<file path="src/rtl/link_wb_ctrl.sv">
// rtl/link_wb_ctrl.sv - R15 link register write-port controller with JR hazard/forwarding
//
// Purpose:
//   Tracks JAL return addresses from issue (ID) through PIPE_DEPTH stages to
//   writeback, drives the R15 register's enable/data/stall, arbitrates the JAL
//   writeback against ordinary register-file writes to R15, and protects JR
//   from reading a stale R15 (hazard request or same-cycle forwarding).
//
// Optional feature macro: LINK_FWD_EN
//   defined   -> a same-cycle write to R15 is forwarded to JR (no bubble)
//   undefined -> forwarding outputs tied to 0, JR stalls one extra cycle
//
// Ports:
//   i_clk, i_rst          clock, synchronous active-high reset
//   i_stall_in            global pipeline stall (chain holds, WB deferred)
//   i_flush               kill in-flight JALs not entering WB
//   i_jal_issue, i_jal_pc JAL in ID and its return address
//   i_rf_wr_*             normal WB register-file write
//   i_jr_req              JR in ID needs R15
//   o_link_en/_data       R15 write enable and data
//   o_link_stall          hold request to R15
//   o_jr_hazard           stall request to fetch/decode
//   o_jr_fwd_valid/_data  forwarded newest R15 value
//   o_collide             rf write to R15 dropped in favour of JAL
//   o_pend_cnt            number of in-flight JALs
//   o_busy                controller not IDLE

module link_wb_ctrl #(
  parameter int DATA_W     = 16,
  parameter int PIPE_DEPTH = 3,
  localparam int CNT_W     = $clog2(PIPE_DEPTH + 1)
) (
  input  logic              i_clk,
  input  logic              i_rst,
  input  logic              i_stall_in,
  input  logic              i_flush,
  input  logic              i_jal_issue,
  input  logic [DATA_W-1:0] i_jal_pc,
  input  logic              i_rf_wr_en,
  input  logic [3:0]        i_rf_wr_addr,
  input  logic [DATA_W-1:0] i_rf_wr_data,
  input  logic              i_jr_req,
  output logic              o_link_en,
  output logic [DATA_W-1:0] o_link_data,
  output logic              o_link_stall,
  output logic              o_jr_hazard,
  output logic              o_jr_fwd_valid,
  output logic [DATA_W-1:0] o_jr_fwd_data,
  output logic              o_collide,
  output logic [CNT_W-1:0]  o_pend_cnt,
  output logic              o_busy
);

  localparam int WB = PIPE_DEPTH - 1;

  typedef enum logic [1:0] {S_IDLE, S_TRACK, S_HOLD} state_t;

  state_t                r_state;
  logic [PIPE_DEPTH-1:0] r_v;
  logic [DATA_W-1:0]     r_addr [PIPE_DEPTH];
  logic [CNT_W-1:0]      r_pend_cnt;

  logic [PIPE_DEPTH-1:0] w_next_v;
  logic [DATA_W-1:0]     w_next_addr [PIPE_DEPTH];
  logic [CNT_W-1:0]      w_next_cnt;
  logic                  w_jal_wb;
  logic                  w_rf_hit;
  logic                  w_link_en;
  logic [DATA_W-1:0]     w_link_data;
  logic                  w_early_pend;

  // Next chain contents. A flush clears every stage the chain would load
  // except WB, so the JAL about to enter WB still retires next cycle.
  always_comb begin
    w_next_v    = r_v;
    w_next_addr = r_addr;
    if (!i_stall_in) begin
      w_next_v[0]    = i_jal_issue & ~i_flush;
      w_next_addr[0] = i_jal_pc;
      for (int i = 1; i < PIPE_DEPTH; i++) begin
        w_next_v[i]    = r_v[i-1] & (~i_flush | (i == WB));
        w_next_addr[i] = r_addr[i-1];
      end
    end
  end

  // Registered popcount of the next valids keeps pend_cnt aligned with r_v.
  always_comb begin
    w_next_cnt = '0;
    for (int i = 0; i < PIPE_DEPTH; i++) begin
      w_next_cnt = w_next_cnt + CNT_W'(w_next_v[i]);
    end
  end

  assign w_jal_wb     = r_v[WB] & ~i_stall_in;
  assign w_rf_hit     = i_rf_wr_en & (i_rf_wr_addr == 4'hF) & ~i_stall_in;
  assign w_link_en    = w_jal_wb | w_rf_hit;
  assign w_link_data  = w_jal_wb ? r_addr[WB] : (w_rf_hit ? i_rf_wr_data : '0);
  assign w_early_pend = |r_v[WB-1:0];

  assign o_link_en    = w_link_en;
  assign o_link_data  = w_link_data;
  assign o_link_stall = i_stall_in;
  assign o_collide    = w_jal_wb & w_rf_hit;
  assign o_pend_cnt   = r_pend_cnt;
  assign o_busy       = (r_state != S_IDLE);

`ifdef LINK_FWD_EN
  // The value being written this cycle is the newest R15; hand it to JR.
  assign o_jr_fwd_valid = i_jr_req & w_link_en;
  assign o_jr_fwd_data  = (i_jr_req & w_link_en) ? w_link_data : '0;
  assign o_jr_hazard    = i_jr_req & w_early_pend;
`else
  // Without forwarding, JR waits until the R15 write has landed.
  assign o_jr_fwd_valid = 1'b0;
  assign o_jr_fwd_data  = '0;
  assign o_jr_hazard    = i_jr_req & (w_early_pend | w_link_en);
`endif

  always_ff @(posedge i_clk) begin
    if (i_rst) begin
      r_v        <= '0;
      r_pend_cnt <= '0;
      r_state    <= S_IDLE;
    end else begin
      r_v        <= w_next_v;
      r_pend_cnt <= w_next_cnt;
      case (r_state)
        S_IDLE: begin
          if (w_next_cnt != '0) r_state <= S_TRACK;
        end
        S_TRACK: begin
          if (w_next_cnt == '0) r_state <= S_IDLE;
          else if (i_stall_in)  r_state <= S_HOLD;
        end
        S_HOLD: begin
          if (!i_stall_in) r_state <= (w_next_cnt == '0) ? S_IDLE : S_TRACK;
        end
        default: r_state <= S_IDLE;
      endcase
    end
  end

  // Address payload needs no reset: it is only observed behind a valid bit.
  always_ff @(posedge i_clk) begin
    r_addr <= w_next_addr;
  end

endmodule

</file>
<file path="config.mk">
export PLATFORM = sky130hd
export DESIGN_NAME = link_wb_ctrl
export DESIGN_NICKNAME = d
export VERILOG_FILES = /design/src/rtl/link_wb_ctrl.sv
export SDC_FILE = /design/constraint.sdc
export NUM_CORES = 1
export LEC_CHECK = 0
export ABC_CLOCK_PERIOD_IN_PS = 2800
export CAP_MARGIN = 40
export CORE_ASPECT_RATIO = 1.2
export CORE_UTILIZATION = 30
export DETAILED_ROUTE_END_ITERATION = 16
export SYNTH_ARGS = -nofsm -noshare
export SYNTH_HDL_FRONTEND = slang
export SYNTH_SLANG_ARGS = --single-unit
</file>
<file path="constraint.sdc">
create_clock -name i_clk -period 2.8 [get_ports i_clk]
set_clock_uncertainty 0.2 [all_clocks]
set_input_delay 0.56 -clock i_clk [delete_from_list [all_inputs] [get_ports i_clk]]
set_output_delay 0.56 -clock i_clk [all_outputs]
set_load 0.02 [all_outputs]
</file>
==> Word level (Yosys, flattened, before mapping) <==
Index checks and enable logic that the tools add are counted.
{ "op_classes": {"n_mux": 9, "bitwise": 11, "add_sub_neg": 2, "n_reduce_logical": 6, "eq_ne": 6} }
{ "ops": {"columns": ["cell", "n"], "rows": [
  ["2-to-1 mux 16 bit", 2],
  ["2-to-1 mux 2 bit", 4],
  ["bitwise AND 1 bit", 7],
  ["one-hot mux 2 bit (3 select lines)", 1],
  ["equality test 4 bit, second input constant", 1],
  ["logical NOT 2 bit", 2],
  ["inequality test 2 bit, second input constant", 2],
  ["nonzero test 2 bit", 2],
  ["2-to-1 mux 3 bit", 1],
  ["inequality test 3 bit, second input constant", 1],
  ["AND reduction 3 bit", 1],
  ["adder 1 x 1 -> 2 bit", 1],
  ["adder 2 x 1 -> 2 bit", 1],
  ["equality test 2 x 1 -> 1 bit, second input constant", 1],
  ["equality test 2 bit, second input constant", 1],
  ["inverter 1 bit", 2],
  ["OR 1 bit", 2],
  ["OR reduction 2 bit", 1],
  ["2-to-1 mux 1 bit", 1]
]} }
{ "totals": {"wordCells": 40, "reg_bits": 55} }

==> Depth between registers and ports, before layout <==
Gate-level depths: netlist of run 1.
{ "depth": {"word_depth": 9, "ltp_mapped": 7, "mapped_depth_nobuf": 6} }

==> Least setup slack after synthesis of run 1 <==
Ideal clock, no wire load.
{ "synth_path": {"path_kind": "input to register", "from": "input port i_stall_in", "to": "register r_state[0]", "setup_time_ps": 96, "t_required_ps": 2504, "t_arrival_ps": 2051, "cell_stages": 4, "n_path_buf": 1, "slack_ps": 453, "path_cell_list": "buf_2 inv_1 nand2_1 a221oi_1"} }
{ "synth_between": {"elab_chain_len": 7, "word_cells_on_any_way": 13, "classes_between": "add/sub (2); eq/ne (3); mux (5); reduce/logical (3)"} }
{ "synth_rtl": {"columns": ["item", "line", "rtl"], "rows": [
  ["start: declaration", "35", "input logic i_stall_in,"],
  ["2-to-1 mux 3 bit", "77", "if (!i_stall_in) begin"],
  ["adder 1 x 1 -> 2 bit", "91", "w_next_cnt = w_next_cnt + CNT_W'(w_next_v[i]);"],
  ["adder 2 x 1 -> 2 bit", "91", null],
  ["logical NOT 2 bit", "133, 137", null],
  ["2-to-1 mux 1 bit", "137", "if (!i_stall_in) r_state <= (w_next_cnt == '0) ? S_IDLE : S_TRACK;"],
  ["2-to-1 mux 2 bit", "137", null],
  ["one-hot mux 2 bit (3 select lines)", "128", "case (r_state)"],
  ["end signal: assignment", "137", null],
  ["end: declaration", "58", "state_t r_state;"]
]} }
Parallel ways exist; a longest one is shown, timed or not. The select of a mux whose other input is x is not followed.
A chain may end at the register's enable or synchronous reset.

==> Final worst setup path of run 1 <==
{ "layout_path": {"from": "input port i_rf_wr_en", "to": "output port o_link_data[5]"} }
{ "layout_between": {"elab_chain_len": 4} }
{ "layout_rtl": {"columns": ["item", "line", "rtl"], "rows": [
  ["start: declaration", "39", "input logic i_rf_wr_en,"],
  ["bitwise AND 1 bit (2 in a row)", "96", "assign w_rf_hit = i_rf_wr_en & (i_rf_wr_addr == 4'hF) & ~i_stall_in;"],
  ["2-to-1 mux 16 bit (2 in a row)", "98", "assign w_link_data = w_jal_wb ? r_addr[WB] : (w_rf_hit ? i_rf_wr_data : '0);"],
  ["end: declaration", "44", "output logic [DATA_W-1:0] o_link_data,"]
]} }
Every way passes these cells.

==> results of run 1 <==
## power groups by stage
stage	clock network [mW]	logic [mW]	registers, mW
floorplan	0	0.0825	0.979
CTS	0.503	0.146	0.963
finish	0.487	0.143	0.962
global route	0.539	0.155	0.968
detailed placement	0	0.147	0.982
global placement	0	0.145	0.980
## layout by cell type, fill, tap and decap left out, types with 2 or more instances in the layout
master / instances
conb_1: 17
clkbuf_2: 13
buf_4: 5
nor3_1: 2
mux2i_1: 2
dlygate4sd2_1: 2
clkdlybuf4s50_1: 46
nor3b_1: 2
nand4b_1: 16
nor2_1: 8
edfxtp_1: 48
buf_12: 2
nand2_1: 19
clkdlybuf4s15_1: 4
a21oi_1: 19
clkbuf_8: 5
dfxtp_1: 7
## cell type report
class / instances / area [um^2] / area share [%]
tap: 90 / 113 / 3.77
clock buffer: 5 / 68.8 / 2.31
clock inverter: 3 / 38.8 / 1.30
inverter: 2 / 7.51 / 0.251
multi-input combinational: 92 / 515 / 17.3
sequential: 55 / 1580 / 53.0
timing repair buffer: 72 / 661 / 22.1
## state kept, by name, indices dropped and copies added (netlist names)
signal      count
o_pend_cnt      2
r_addr         48
r_v             3
r_state         2
## worst max-delay path, cell delays in order
cell and delay (ns):
clkdlybuf4s50_1 0.45, and3_1 0.18, buf_4 0.19, nand4b_1 0.11, a21oi_1 0.15, clkdlybuf4s15_1 0.32
## what timing repair did
item	in CTS	in global routing
resized for setup	19	31
pin swaps	0	0
setup endpoints to repair	19	17
## layer usage
metal  global-route usage (%)  up-vias
li1                         -      682
met1                     11.6      629
met2                     15.5       39
met3                     1.89        6
met4                     5.77        0
met5                        0        -
## how the worst max path moves through the flow
stage | start | endpoint | slack (ns) | cells past startpoint
after floorplan | i_stall_in | r_state[0]$_SDFFE_PP0P_ | 0.45 | 4
after detailed placement | i_rf_wr_en | o_link_data[14] | -0.25 | 6
after global routing | i_rf_wr_en | o_link_data[2] | 0.002 | 6
after global placement | i_rf_wr_en | o_jr_hazard | -0.27 | 6
final | i_rf_wr_en | o_link_data[5] | 0.07 | 6
after CTS | i_rf_wr_en | o_link_data[14] | 0.01 | 6
## kinds of logic (layout without fill, tap and decap cells)
| kind of cell | after synthesis | in the layout | share of synthesized area [%] |
|---|---|---|---|
| buffers and inverters | 31 | 82 | 9.61 |
| other | 1 | 17 | 0.166 |
| muxes | 2 | 2 | 0.888 |
| and+or+nand+nor | 50 | 50 | 12.7 |
| AOI/OAI and AO/OA | 22 | 22 | 5.61 |
| DFF | 55 | 55 | 70.2 |
| adders and majority gates | 1 | 1 | 0.888 |
## metrics by stage
stage / utilization, % / area [um^2] / total power [mW]
after floorplan: - / 2310 / 1.06
after global placement: 40.5 / 2950 / 1.12
after detailed placement: 40.5 / 2950 / 1.13
after CTS: 41.6 / 3030 / 1.61
after global routing: 41.0 / 2990 / 1.66
final: 41.0 / 2990 / 1.59
==> results.cfg, run 1 <==
[status]
status = finished, final reports clean

[grt]
grt_max_degree = 36
grt_overflow = 0
grt_pass1_wl_um = 5680
grt_pass1_vias = 1220
track_usage_pct = 9.63
antenna_found_initial = 0

[synthesis]
synth-main-ff-cell = edfxtp_1
synth-edff-count = 48
synth.most_common_cell = edfxtp_1
netlist_instances = 162
seq_area_frac_synth_pct = 70.2
syn_area_per_cell_um2 = 13.9
synthArstFlopShare_pct = 0
synth-seq-cells = 55
synth_cell_types = 23
synth_warnings = 0
synth_area_leader_cell = edfxtp_1
syn_area_um2 = 2250
yosys-top-cells-area = edfxtp_1, buf_4, dfxtp_1
synthTopCellsByCount = edfxtp_1, buf_4, a21oi_1, nand2_1, nand4b_1
netlist.area_leader.share_pct = 64.0

[critical_path]
r2r_end = r_state[1]$_SDFFE_PP0P_
critPathLaunchType = primary input
crit_type = in2out
worstPathRequired_ns = 2.04
ff2ff_path_depth = 6
reg2reg_slack_ns = 0.82
crit_fanout = 13
arrival_ns = 1.97
critPathCaptureType = primary output
r2r-start = r_v[2]$_SDFF_PP0_

[power_and_ir_drop]
p_per_area_nw_per_um2 = 533
p_comb_share_pct = 9.0
sw_frac_of_total_pct = 19.3
switchingPower_uw = 308
seq_power_share_pct = 60.4
peakVddDrop_uv = 354
power_frac_clock_pct = 30.6
internal_power_mw = 1.28
p_leak_nw = 1.05

[route]
vias = 1356
wl_met1_um = 1520
drc = 0
route.met3.wl_um = 224
met2WireLength_um = 1760
antenna_left = 0
vias_per_cell = 4.25
detail_route.first_pass.iterations = 4
wl_per_cell_um = 11.3
top_layer = met4
first_iter_violations = 23
drt_wl_total_um = 3590

[cts]
cts_hold_buf = 0
clkTransAtPathRegs_ns = 0.09
clkSinkCount = 55
htree_levels = 2
cts_tree = yes
cts_root_buf = clkbuf_8
cts_buffers = 5
clk_path_buf_depth = 2
cts_setup_buffers = 0
clkLatencyLatePin_ns = 0.29

[placed_design]
globalplace.congestion = 0.718
io_buffers = 65
placedCellCount = 311
dpl_worst_slack_ns = -0.255
hpwlAfterDp_um = 2620

[die]
die_h_um = 96.9
rows = 34
die_w_um = 81.1
start_util_pct = 31.0
core_um2 = 7270
die_area_um2 = 7860
io_pins = 83

[timing]
finalCritPeriodShare_pct = 97.6
rsz0062_at_grt = false
period_minus_slack_ns = 2.73
finalHoldViolations = 0
fin_hold_ws_ns = 0.222
fin_tns_setup_ns = 0
finalSetupViolCount = 0
clock.fmax_ghz = 0.366
final.setup.worst_slack_ns = 0.0683
drv_slew = 0

[finish]
areaGrowthSynthToFinish_pct = 32.5
final_nets = 272
drive_gt1_share_pct = 13.1
antenna_cells = 0
fillers = 698
fin_cells = 319

[job]
maxCapViolations = 0

[hold_path]
hp-class = reg2reg
worstHoldEndpoint = r_addr[11]$_DFFE_PN_
min_path_cells = 0
min-delay-start = r_addr[27]$_DFFE_PN_
Note: power is estimated with default switching activity, not from simulation.
==> run 2, diff against run 1 <==
--- a/config.mk
+++ b/config.mk
@@ -10,6 +10,7 @@
 export CORE_ASPECT_RATIO = 1.2
 export CORE_UTILIZATION = 30
 export DETAILED_ROUTE_END_ITERATION = 16
+export HOLD_SLACK_MARGIN = 0.06
 export SYNTH_ARGS = -nofsm -noshare
 export SYNTH_HDL_FRONTEND = slang
 export SYNTH_SLANG_ARGS = --single-unit
==> results of run 2 <==
No change in the layout: final DEF, timing and power equal those of run 1.
